--- src/rtl/seq_pkg.sv ---
// Shared definitions for the serial pattern transmitter and the sequence-detector chain.
package seq_pkg;

  typedef enum logic [1:0] {
    ST_IDLE  = 2'd0,
    ST_SHIFT = 2'd1,
    ST_GAP   = 2'd2
  } seq_state_t;

  localparam int         SEQ_WIDTH       = 4;
  localparam logic [3:0] SEQ_DEFAULT_PAT = 4'b1001;

endpackage

--- src/rtl/seq_pattern_tx.sv ---
// Serial pattern transmitter: shifts a captured pattern out MSB-first, repeated
// rep_count+1 times, with GAP zero bits after each frame so a detector re-arms.
module seq_pattern_tx
  import seq_pkg::*;
#(
  parameter int WIDTH = SEQ_WIDTH,
  parameter int CNT_W = 4,
  parameter int GAP   = 1
) (
  input  logic             clk,
  input  logic             reset,
  input  logic             pat_valid,
  output logic             pat_ready,
  input  logic [WIDTH-1:0] pat_data,
  input  logic [CNT_W-1:0] rep_count,
  output logic             out_bit,
  output logic             out_valid,
  output logic             busy,
  output logic             frame_done
);

  localparam int BIT_W = $clog2(WIDTH);
  localparam int GAP_W = (GAP > 1) ? $clog2(GAP) : 1;
  localparam logic [BIT_W-1:0] BIT_LAST = BIT_W'(WIDTH - 1);
  localparam logic [GAP_W-1:0] GAP_LAST = GAP_W'((GAP > 0) ? GAP - 1 : 0);

  seq_state_t       state;
  logic [WIDTH-1:0] pat_reg;
  logic [WIDTH-1:0] shift_reg;
  logic [CNT_W-1:0] reps_left;
  logic [BIT_W-1:0] bit_cnt;
  logic [GAP_W-1:0] gap_cnt;

  // shift_reg[WIDTH-1] is always the bit currently on out_bit; bit_cnt is its index.
  always_ff @(posedge clk or negedge reset) begin
    if (!reset) begin
      state      <= ST_IDLE;
      pat_reg    <= '0;
      shift_reg  <= '0;
      reps_left  <= '0;
      bit_cnt    <= '0;
      gap_cnt    <= '0;
      out_bit    <= 1'b0;
      out_valid  <= 1'b0;
      busy       <= 1'b0;
      frame_done <= 1'b0;
      pat_ready  <= 1'b0;
    end else begin
      frame_done <= 1'b0;
      case (state)
        ST_IDLE: begin
          out_valid <= 1'b0;
          out_bit   <= 1'b0;
          busy      <= 1'b0;
          pat_ready <= 1'b1;
          if (pat_valid && pat_ready) begin
            pat_reg   <= pat_data;
            shift_reg <= pat_data;
            reps_left <= rep_count;
            bit_cnt   <= BIT_LAST;
            out_valid <= 1'b1;
            out_bit   <= pat_data[WIDTH-1];
            busy      <= 1'b1;
            pat_ready <= 1'b0;
            state     <= ST_SHIFT;
          end
        end

        ST_SHIFT: begin
          if (bit_cnt != '0) begin
            shift_reg  <= shift_reg << 1;
            bit_cnt    <= bit_cnt - 1'b1;
            out_bit    <= shift_reg[WIDTH-2];
            frame_done <= (bit_cnt == BIT_W'(1)) && (reps_left == '0);
          end else if (GAP > 0) begin
            state   <= ST_GAP;
            gap_cnt <= GAP_LAST;
            out_bit <= 1'b0;
          end else if (reps_left != '0) begin
            shift_reg <= pat_reg;
            bit_cnt   <= BIT_LAST;
            reps_left <= reps_left - 1'b1;
            out_bit   <= pat_reg[WIDTH-1];
          end else begin
            state     <= ST_IDLE;
            out_valid <= 1'b0;
            out_bit   <= 1'b0;
            busy      <= 1'b0;
            pat_ready <= 1'b1;
          end
        end

        ST_GAP: begin
          if (gap_cnt != '0) begin
            gap_cnt <= gap_cnt - 1'b1;
          end else if (reps_left != '0) begin
            state     <= ST_SHIFT;
            shift_reg <= pat_reg;
            bit_cnt   <= BIT_LAST;
            reps_left <= reps_left - 1'b1;
            out_bit   <= pat_reg[WIDTH-1];
          end else begin
            state     <= ST_IDLE;
            out_valid <= 1'b0;
            out_bit   <= 1'b0;
            busy      <= 1'b0;
            pat_ready <= 1'b1;
          end
        end

        default: begin
          state     <= ST_IDLE;
          out_valid <= 1'b0;
          out_bit   <= 1'b0;
          busy      <= 1'b0;
          pat_ready <= 1'b1;
        end
      endcase
    end
  end

endmodule
--- config.mk ---
export PLATFORM = sky130hd
export DESIGN_NAME = seq_pattern_tx
export DESIGN_NICKNAME = d
export VERILOG_FILES = /design/src/rtl/seq_pkg.sv /design/src/rtl/seq_pattern_tx.sv
export SDC_FILE = /design/constraint.sdc
export NUM_CORES = 1
export LEC_CHECK = 0
export CAP_MARGIN = 30
export CELL_PAD_IN_SITES_DETAIL_PLACEMENT = 0
export CELL_PAD_IN_SITES_GLOBAL_PLACEMENT = 2
export CORE_UTILIZATION = 36
export CTS_BUF_LIST = sky130_fd_sc_hd__clkbuf_8
export DETAILED_ROUTE_END_ITERATION = 10
export GPL_TIMING_DRIVEN = 0
export PLACE_DENSITY = 0.81
export SYNTH_ARGS = -nofsm -noshare
export SYNTH_HDL_FRONTEND = slang
export SYNTH_SLANG_ARGS = --single-unit
--- constraint.sdc ---
create_clock -name clk -period 2.5 [get_ports clk]
set_input_delay 0.25 -clock clk [delete_from_list [all_inputs] [get_ports clk]]
set_output_delay 0.25 -clock clk [all_outputs]
set_load 0.005 [all_outputs]
**After elaboration in Yosys (flattened, before gate mapping)**

Index checks and enable logic that the tools add are counted.

- Add/sub/neg operators: 3
- Eq/ne operators: 9
- Multiplexer cells: 37
- Bitwise operators: 1
- Reductions and logical operators: 15

Operators with widths:

| kind | number |
|---|---|
| 1-bit two-way mux | 15 |
| 2-bit two-way mux | 7 |
| 3-bit two-way mux | 4 |
| 4-bit two-way mux | 3 |
| 2-bit inequality test, second input constant | 6 |
| 2-bit case mux with 3 select lines | 2 |
| 1-bit case mux with 3 select lines | 3 |
| 3-bit case mux with 3 select lines | 1 |
| 4-bit case mux with 2 select lines | 1 |
| 3-bit AND reduction | 2 |
| 2-bit nonzero test | 3 |
| 5-bit AND reduction | 1 |
| 2-bit by 1-bit == test with 1-bit output, second input constant | 2 |
| 4-bit logical NOT | 1 |
| 2-bit AND reduction | 2 |
| 4-bit AND reduction | 1 |
| 4-bit nonzero test | 1 |
| 4-bit by 1-bit subtractor with 4-bit output, second input constant | 1 |
| 3-bit nonzero test | 1 |
| 2-bit == test, second input constant | 1 |
| 1-bit logical AND | 2 |
| 2-bit logical NOT | 1 |
| 1-bit case mux with 2 select lines | 1 |
| 2-bit by 1-bit subtractor with 2-bit output, second input constant | 1 |
| other kinds (2) | 2 |

- Register bits: 20
- Input port bits: 11
- Output and inout port bits: 5

**Longest topological paths before layout**

Gate-level depths: netlist of run 1.

- Word-level depth: 4
- Mapped depth: 8

**Worst setup path after synthesis of run 1**

No wires, ideal clock.

- Path kind: reg2reg
- Start point: register state[0]
- End point: register reps_left[1]
- Setup time: 126 ps
- Data arrival time: 1,511 ps
- Path slack: 862 ps
- Cell stages (with the launch flop): 7
- Buffers on the path: 1
- Cells stage by stage: dfrtp_1 > inv_1 > ha_1 > and3_4 > buf_6 > a32o_1 > a311o_1

- Word-level cells in the longest chain between the ends: 3
- Elaborated cells between the ends (all ways): 8
- Those cells by class: eq/ne: 4; mux: 1; reduce/logical: 3

RTL lines:

| what | RTL line | source |
|---|---|---|
| start: declaration | seq_pattern_tx.sv:27 | `seq_state_t state;` |
| start signal: assignment | seq_pattern_tx.sv:37 | `state <= ST_IDLE;` |
| start signal: assignment | seq_pattern_tx.sv:65 | `state <= ST_SHIFT;` |
| start signal: assignment | seq_pattern_tx.sv:76 | `state <= ST_GAP;` |
| 2-bit == test or 2-bit logical NOT (tied branches) | seq_pattern_tx.sv:50 | `case (state)` |
| 2-bit inequality test (no line) or 2-bit nonzero test (tied branches) | n/a |  |
| 4-bit AND reduction (no line) | n/a |  |
| end signal: assignment | seq_pattern_tx.sv:59 | `reps_left <= rep_count;` |
| end signal: assignment | seq_pattern_tx.sv:82 | `reps_left <= reps_left - 1'b1;` |
| end signal: assignment | seq_pattern_tx.sv:100 | `reps_left <= reps_left - 1'b1;` |
| end: declaration | seq_pattern_tx.sv:30 | `logic [CNT_W-1:0] reps_left;` |

Several ways; a longest one is shown, not always the timed one.
A chain may end at the register's enable or synchronous reset.

**Final worst setup path of run 1**

- Start point: register reps_left[0]
- End point: register busy

- Word-level cells in the longest chain between the ends: 3

RTL lines:

| what | RTL line | source |
|---|---|---|
| 4-bit nonzero test | seq_pattern_tx.sv:96 | `end else if (reps_left != '0) begin` |
| 2-bit inequality test (no line) | n/a |  |
| 3-bit AND reduction (no line) | n/a |  |
| end signal: assignment | seq_pattern_tx.sv:88 | `busy <= 1'b0;` |
| end signal: assignment | seq_pattern_tx.sv:106 | `busy <= 1'b0;` |
| end signal: assignment | seq_pattern_tx.sv:115 | `busy <= 1'b0;` |
| end: declaration | seq_pattern_tx.sv:18 | `output logic busy,` |

No other way between the ends.

==> results.md, run 1 <==
* Status: completed
* CP arrival at 2.01 ns
* M1 WL at 1.19 mm
* FILL cells at 294
* Diodes inserted at 0
* RSZ-0062 raised after global routing: no
* Rows at 19
* Largest net degree at the start of global routing at 20
* R2r setup slk at 0.64 ns
* Maximum vdd drop at 0.573 mV
* Mapped cell area at 1050 µm²
* Uppermost layer routed: met4
* Crit-path max FO at 7
* Vias in the first global route at 858
* IO Port Bufs at 15
* Initial Util at 38.2%
* H-tree Lvls at 1
* Routed WL at 2.29 mm
* Met2 wire length at 1.02 mm
* First-pass GRT wire length at 4.00 mm
* I/O pin total at 16
* Yosys reg bits at 19
* Total negative slack at 0 ns
* Nets@finish at 150
* Congestion Overflow GR at 0
* Post-CTS Hold Fix Bufs at 0
* CTS Buffer Depth at 2
* Max-cap violations at 0
* Critical Path Source Type: register
* Worst Hold Margin at 0.481 ns
* Share of cells above drive strength 1 at 12.2%
* DR vias/cell at 5.13
* Via Count at 831
* CTS tree: yes
* Setup violators final at 0
* Crit. End Element: register
* Pwr/cell area at 1110 nW/µm²
* Die H at 56.1 µm
* Critical path class: register to register
* Register area share after synthesis at 45.2%
* Overall Global Routing Usage at 16.5%
* Crit share post-route at 74.4%
* Overall Power at 1.43 mW
* Die area at 3140 µm²
* Ys Warns at 0
* Syn nets at 130
* Post-DP HPWL at 1.64 mm
* Core footprint at 2760 µm²
* Actual slew at the worst max-slew pin at 0.891 ns
* Synth-to-Final Area Change at 22.4%
* Initial DRC Count at 25
* Commonest non-fill, non-tap cells in the layout: 19 x nand2_1, 19 x dfrtp_1, 15 x clkdlybuf4s50_1
* Max Slew Vio Count at 0
* Cells after Synth at 112
* Cts repair resizes at 0
* Clock-pin slew on the worst setup and hold paths at 0.08 ns
* Util after Layout at 46.7%
* Die W at 56.1 µm
* FF-to-FF Start: reps_left[0]
* Clock Latency Late Sink at 0.26 ns
* Worst setup endpoint: busy
* Clock Tree Root: clkbuf_8
* Skew final at 0.00598 ns
* Routability Congestion at 0.701
* WP data required at 2.65 ns
* FF-to-FF End: busy
* Post-route DRC at 0
* Hold WC Path Type: register to register
* Antenna violations before repair at 0
* Max-slew headroom at 40.4%
* Fmax at 0.538 GHz
* Avg Inst Size Synth at 9.40 µm²
* First-pass DRT Iterations at 4
* R2R depth at 6
* Drt wl/cell at 14.1 µm
* Setup crit start: reps_left[0]
* Clock sink count at 19
* Number of hold violations in the final report at 0
* Routed met3 length at 63 µm
* # Post-CTS Setup Buffers at 0
* Minimum clock period at 1.86 ns
* CTS buffer count at 3
* DRT antenna net count at 0
* Pleak at 0.604 nW
* Count of cell types in the netlist at 36
==> cell type report <==
class | instances | area, µm² | share of cell area, %
timing repair buffer | 15 | 150 | 11.7
clock buffer | 3 | 41.3 | 3.21
inverter | 9 | 33.8 | 2.62
tap | 31 | 38.8 | 3.01
sequential | 19 | 475 | 36.9
multi-input combinational | 79 | 508 | 39.5
clock inverter | 1 | 5.00 | 0.389
buffer | 5 | 35.0 | 2.72
==> synth_stat cells <==
library cell  number  area (µm²)
nor4_1             2        12.5
a21oi_1            8        40.0
o21ai_2            1        8.76
nor2_1             9        33.8
a21o_1             1        7.51
buf_6              1        11.3
a311o_1            1        10.0
inv_1              9        33.8
o22ai_1            1        6.26
a211o_1            1        8.76
buf_4              2        15.0
nand3_1            2        10.0
a222oi_1           1        10.0
o22a_1             1        8.76
o21ai_1            3        15.0
nor2b_1            2        12.5
a31oi_1            2        12.5
buf_2              1        5.00
and3_1             1        6.26
nand2_1           19        71.3
ha_1               7        87.6
clkbuf_1           1        3.75
a22oi_1            2        15.0
and3_4             1        11.3
o21a_1             1        7.51
o21ai_0            3        15.0
a32o_1             1        10.0
a21bo_2            1        10.0
nor3_1             1        5.00
or2_2              1        6.26
dfrtp_1           19         475
a21boi_2           1        11.3
mux2_2             2        22.5
o31ai_1            1        7.51
or3_1              1        6.26
nor3b_4            1        18.8
==> power by group <==
group / leakage [nW] / switching, mW / internal (mW)
clock network: 0.0255 / 0.106 / 0.111
registers: 0.229 / 0.102 / 0.438
logic: 0.349 / 0.353 / 0.323
==> kinds of logic after synthesis <==
logic type	share of synthesized area (%)
AO/OA/AOI/OAI	19.4
adder cells (fa/ha/maj)	8.32
buffers and inverters	6.54
flip-flops	45.2
multiplexers	2.14
AND/OR/NAND/NOR	18.4
==> worst max-delay path, stage by stage, from the launching register on <==
cell	delay (ns)
dfrtp_1	0.42
inv_1	0.08
ha_1	0.21
nor3b_4	0.35
nor2_1	0.15
nor2_1	0.18
mux2_2	0.35
==> stage by stage <==
stage | cell area (µm²) | std cells | worst slack (ns)
after detailed placement | 1240 | 158 | 0.652
final | 1290 | 162 | 0.640
after floorplan | 1050 | 112 | 0.862
after global placement | 1240 | 158 | 0.642
after CTS | 1290 | 162 | 0.629
after global routing | 1290 | 162 | 0.521
==> routing by layer <==
metal / vias to the layer above / GRT usage, %
met1: 397 / 23.2
met2: 8 / 25.7
met5: - / 0
met3: 2 / 2.56
met4: 0 / 6.27
li1: 424 / -
==> worst min path at each step <==
stage	startpoint	end	slack, ns	cells after the start
floorplan	reset	bit_cnt[0]	-0.05	0
global placement	pat_reg[2]	pat_reg[2]	0.46	2
detailed placement	pat_reg[1]	pat_reg[1]	0.47	2
CTS	pat_reg[3]	pat_reg[3]	0.49	2
global route	pat_reg[1]	pat_reg[1]	0.52	2
finish	pat_reg[2]	pat_reg[2]	0.48	2
(Power assumes the default switching activity.)
==> run 2: changes to the inputs <==
CORE_UTILIZATION = 34   (was 36)
PLACE_DENSITY = 0.77   (was 0.81)
clock period = 1.8 ns   (was 2.5 ns; I/O delays follow)
==> results.md, run 2 (synthesis results as in run 1) <==
* Diodes inserted at 0
* Post-DP HPWL at 1.63 mm
* Pwr/cell area at 1530 nW/µm²
* Antenna violations before repair at 0
* Maximum vdd drop at 0.567 mV
* Clock sink count at 19
* Max Slew Vio Count at 0
* Nets@finish at 158
* Max-cap violations at 0
* Crit-path cells: inv_1, ha_1, nor3b_4, buf_4, nor2_4, nor2_2, mux2_2
* Via Count at 878
* Top Usage Layer GRT: met1
* Overall Power at 2.10 mW
* Crit share post-route at 94.7%
* CTS buffer count at 3
* Hold WC Path Type: input pin to asynchronous set/reset pin
* Critical Path Source Type: register
* Violated checks: DRC
* Sequential cell area at 475 µm²
* Routability Congestion at 0.707
* GRT met2 Usage at 25.4%
* Skew final at 0.00284 ns
* Critical path class: register to register
* Placed cells at 158
* Minimum clock period at 1.71 ns
* FILL cells at 295
* Post-route DRC at 1
* Initial Util at 36.9%
* Clock Latency Late Sink at 0.25 ns
* Final instance count without filler cells at 170
* Vias in the first global route at 848
* Share of cells above drive strength 1 at 20.9%
* Congestion Overflow GR at 0
* Multi-input combinational cell area at 522 µm²
* CP arrival at 1.84 ns
* Worst Hold Margin at 0.433 ns
* Clock Tree Root: clkbuf_8
* Drt wl/cell at 14.2 µm
* Crit. End Element: register
* Met3 Usage GRT at 2.01%
* Number of hold violations in the final report at 0
* Max-slew headroom at 39.4%
* Max incr delay on CP at 0.41 ns
* CP max-delay cell: dfrtp_1
* H-tree Lvls at 1
* Die area at 3320 µm²
* Synth-to-Final Area Change at 30.6%
* Die W at 57.6 µm
* I/O pin total at 16
* Actual slew at the worst max-slew pin at 0.907 ns
* Largest net degree at the start of global routing at 20
* CTS tree: yes
* DRT antenna net count at 0
* First-pass GRT wire length at 4.28 mm
* Initial DRC Count at 46
* CTS Buffer Depth at 2
* First-pass DRT Iterations at 7
* Pleak at 0.650 nW
* Fmax at 0.586 GHz
* Crit-path max FO at 4
* IO Port Bufs at 15
* Die H at 57.6 µm
* Overall Global Routing Usage at 17.1%
* Setup violators final at 0
* Rows at 19
* Status: finished with violations
* GR Util met1 at 26.0%
* Commonest non-fill, non-tap cells in the layout: 19 x nand2_1, 19 x dfrtp_1, 15 x clkdlybuf4s50_1
* Total negative slack at 0 ns
* RSZ-0062 raised after global routing: no
* Clock-pin slew on the worst setup and hold paths at 0.07 ns
* DR vias/cell at 5.16
* Routed WL at 2.42 mm
* WP data required at 1.94 ns
* Core footprint at 2850 µm²
## run 2: worst paths after layout
| kind | startpoint | end | slack, ns | cells past startpoint |
|---|---|---|---|---|
| min reg2reg | pat_reg[1] | pat_reg[1] | 0.48 | 2 |
| min | reset | bit_cnt[1] | 0.43 | 1 |
| max reg2reg | reps_left[0] | busy | 0.09 | 7 |
| max in group asynchronous | reset | reps_left[1] | 0.81 | 1 |
| max | reps_left[0] | busy | 0.09 | 7 |
| min in group clk | pat_data[0] | pat_reg[0] | 0.47 | 3 |
## run 2: report_power, final
group	switching [mW]	total (mW)	internal, mW
Clock	0.141	0.292	0.152
Combinational	0.531	1.07	0.538
Sequential	0.129	0.737	0.608
Total	0.802	2.10	1.30
## run 2: what timing repair did
item | in CTS | in global routing
gates cloned | 0 | 0
setup buffers | 2 | 8
gates resized for setup | 2 | 5
hold buffers | 0 | 0
endpoints found under the setup margin | 5 | 9
## run 2: final cells by class
class	count	share of cell area, %
clock buffers	3	3.01
clock inverters	1	0.273
repair buffers	25	16.4
inverters	9	2.73
plain buffers	3	2.19
flip-flops and latches	19	34.6
well taps	31	2.82
multi-input cells	79	38.0
## run 2: per-stage QoR
stage          area, µm²  setup slack, ns  util [%]
5_1_grt             1370          0.00396      48.2
2_1_floorplan       1050            0.162         -
3_5_place_dp        1240           -0.122      43.5
6_report            1370           0.0945      48.2
3_3_place_gp        1240          -0.0851      43.5
4_1_cts             1300          0.00831      45.7
## run 2: critical path: cells and delay by family, from the launching register on
kind	cells	cell delay (ns)
buf+inv	2	0.23
flops	1	0.41
fa+ha+maj	1	0.21
simple gates	3	0.39
mux	1	0.35
## run 2: per-layer routing
| layer | share of wire (%) | vias to the layer above | wire length (µm) |
|---|---|---|---|
| met2 | 48 | 9 | 1150 |
| met5 | 0 | - | 0 |
| met4 | 0.54 | 0 | 13 |
| li1 | - | 441 | - |
| met1 | 50 | 426 | 1200 |
| met3 | 2.1 | 2 | 51 |
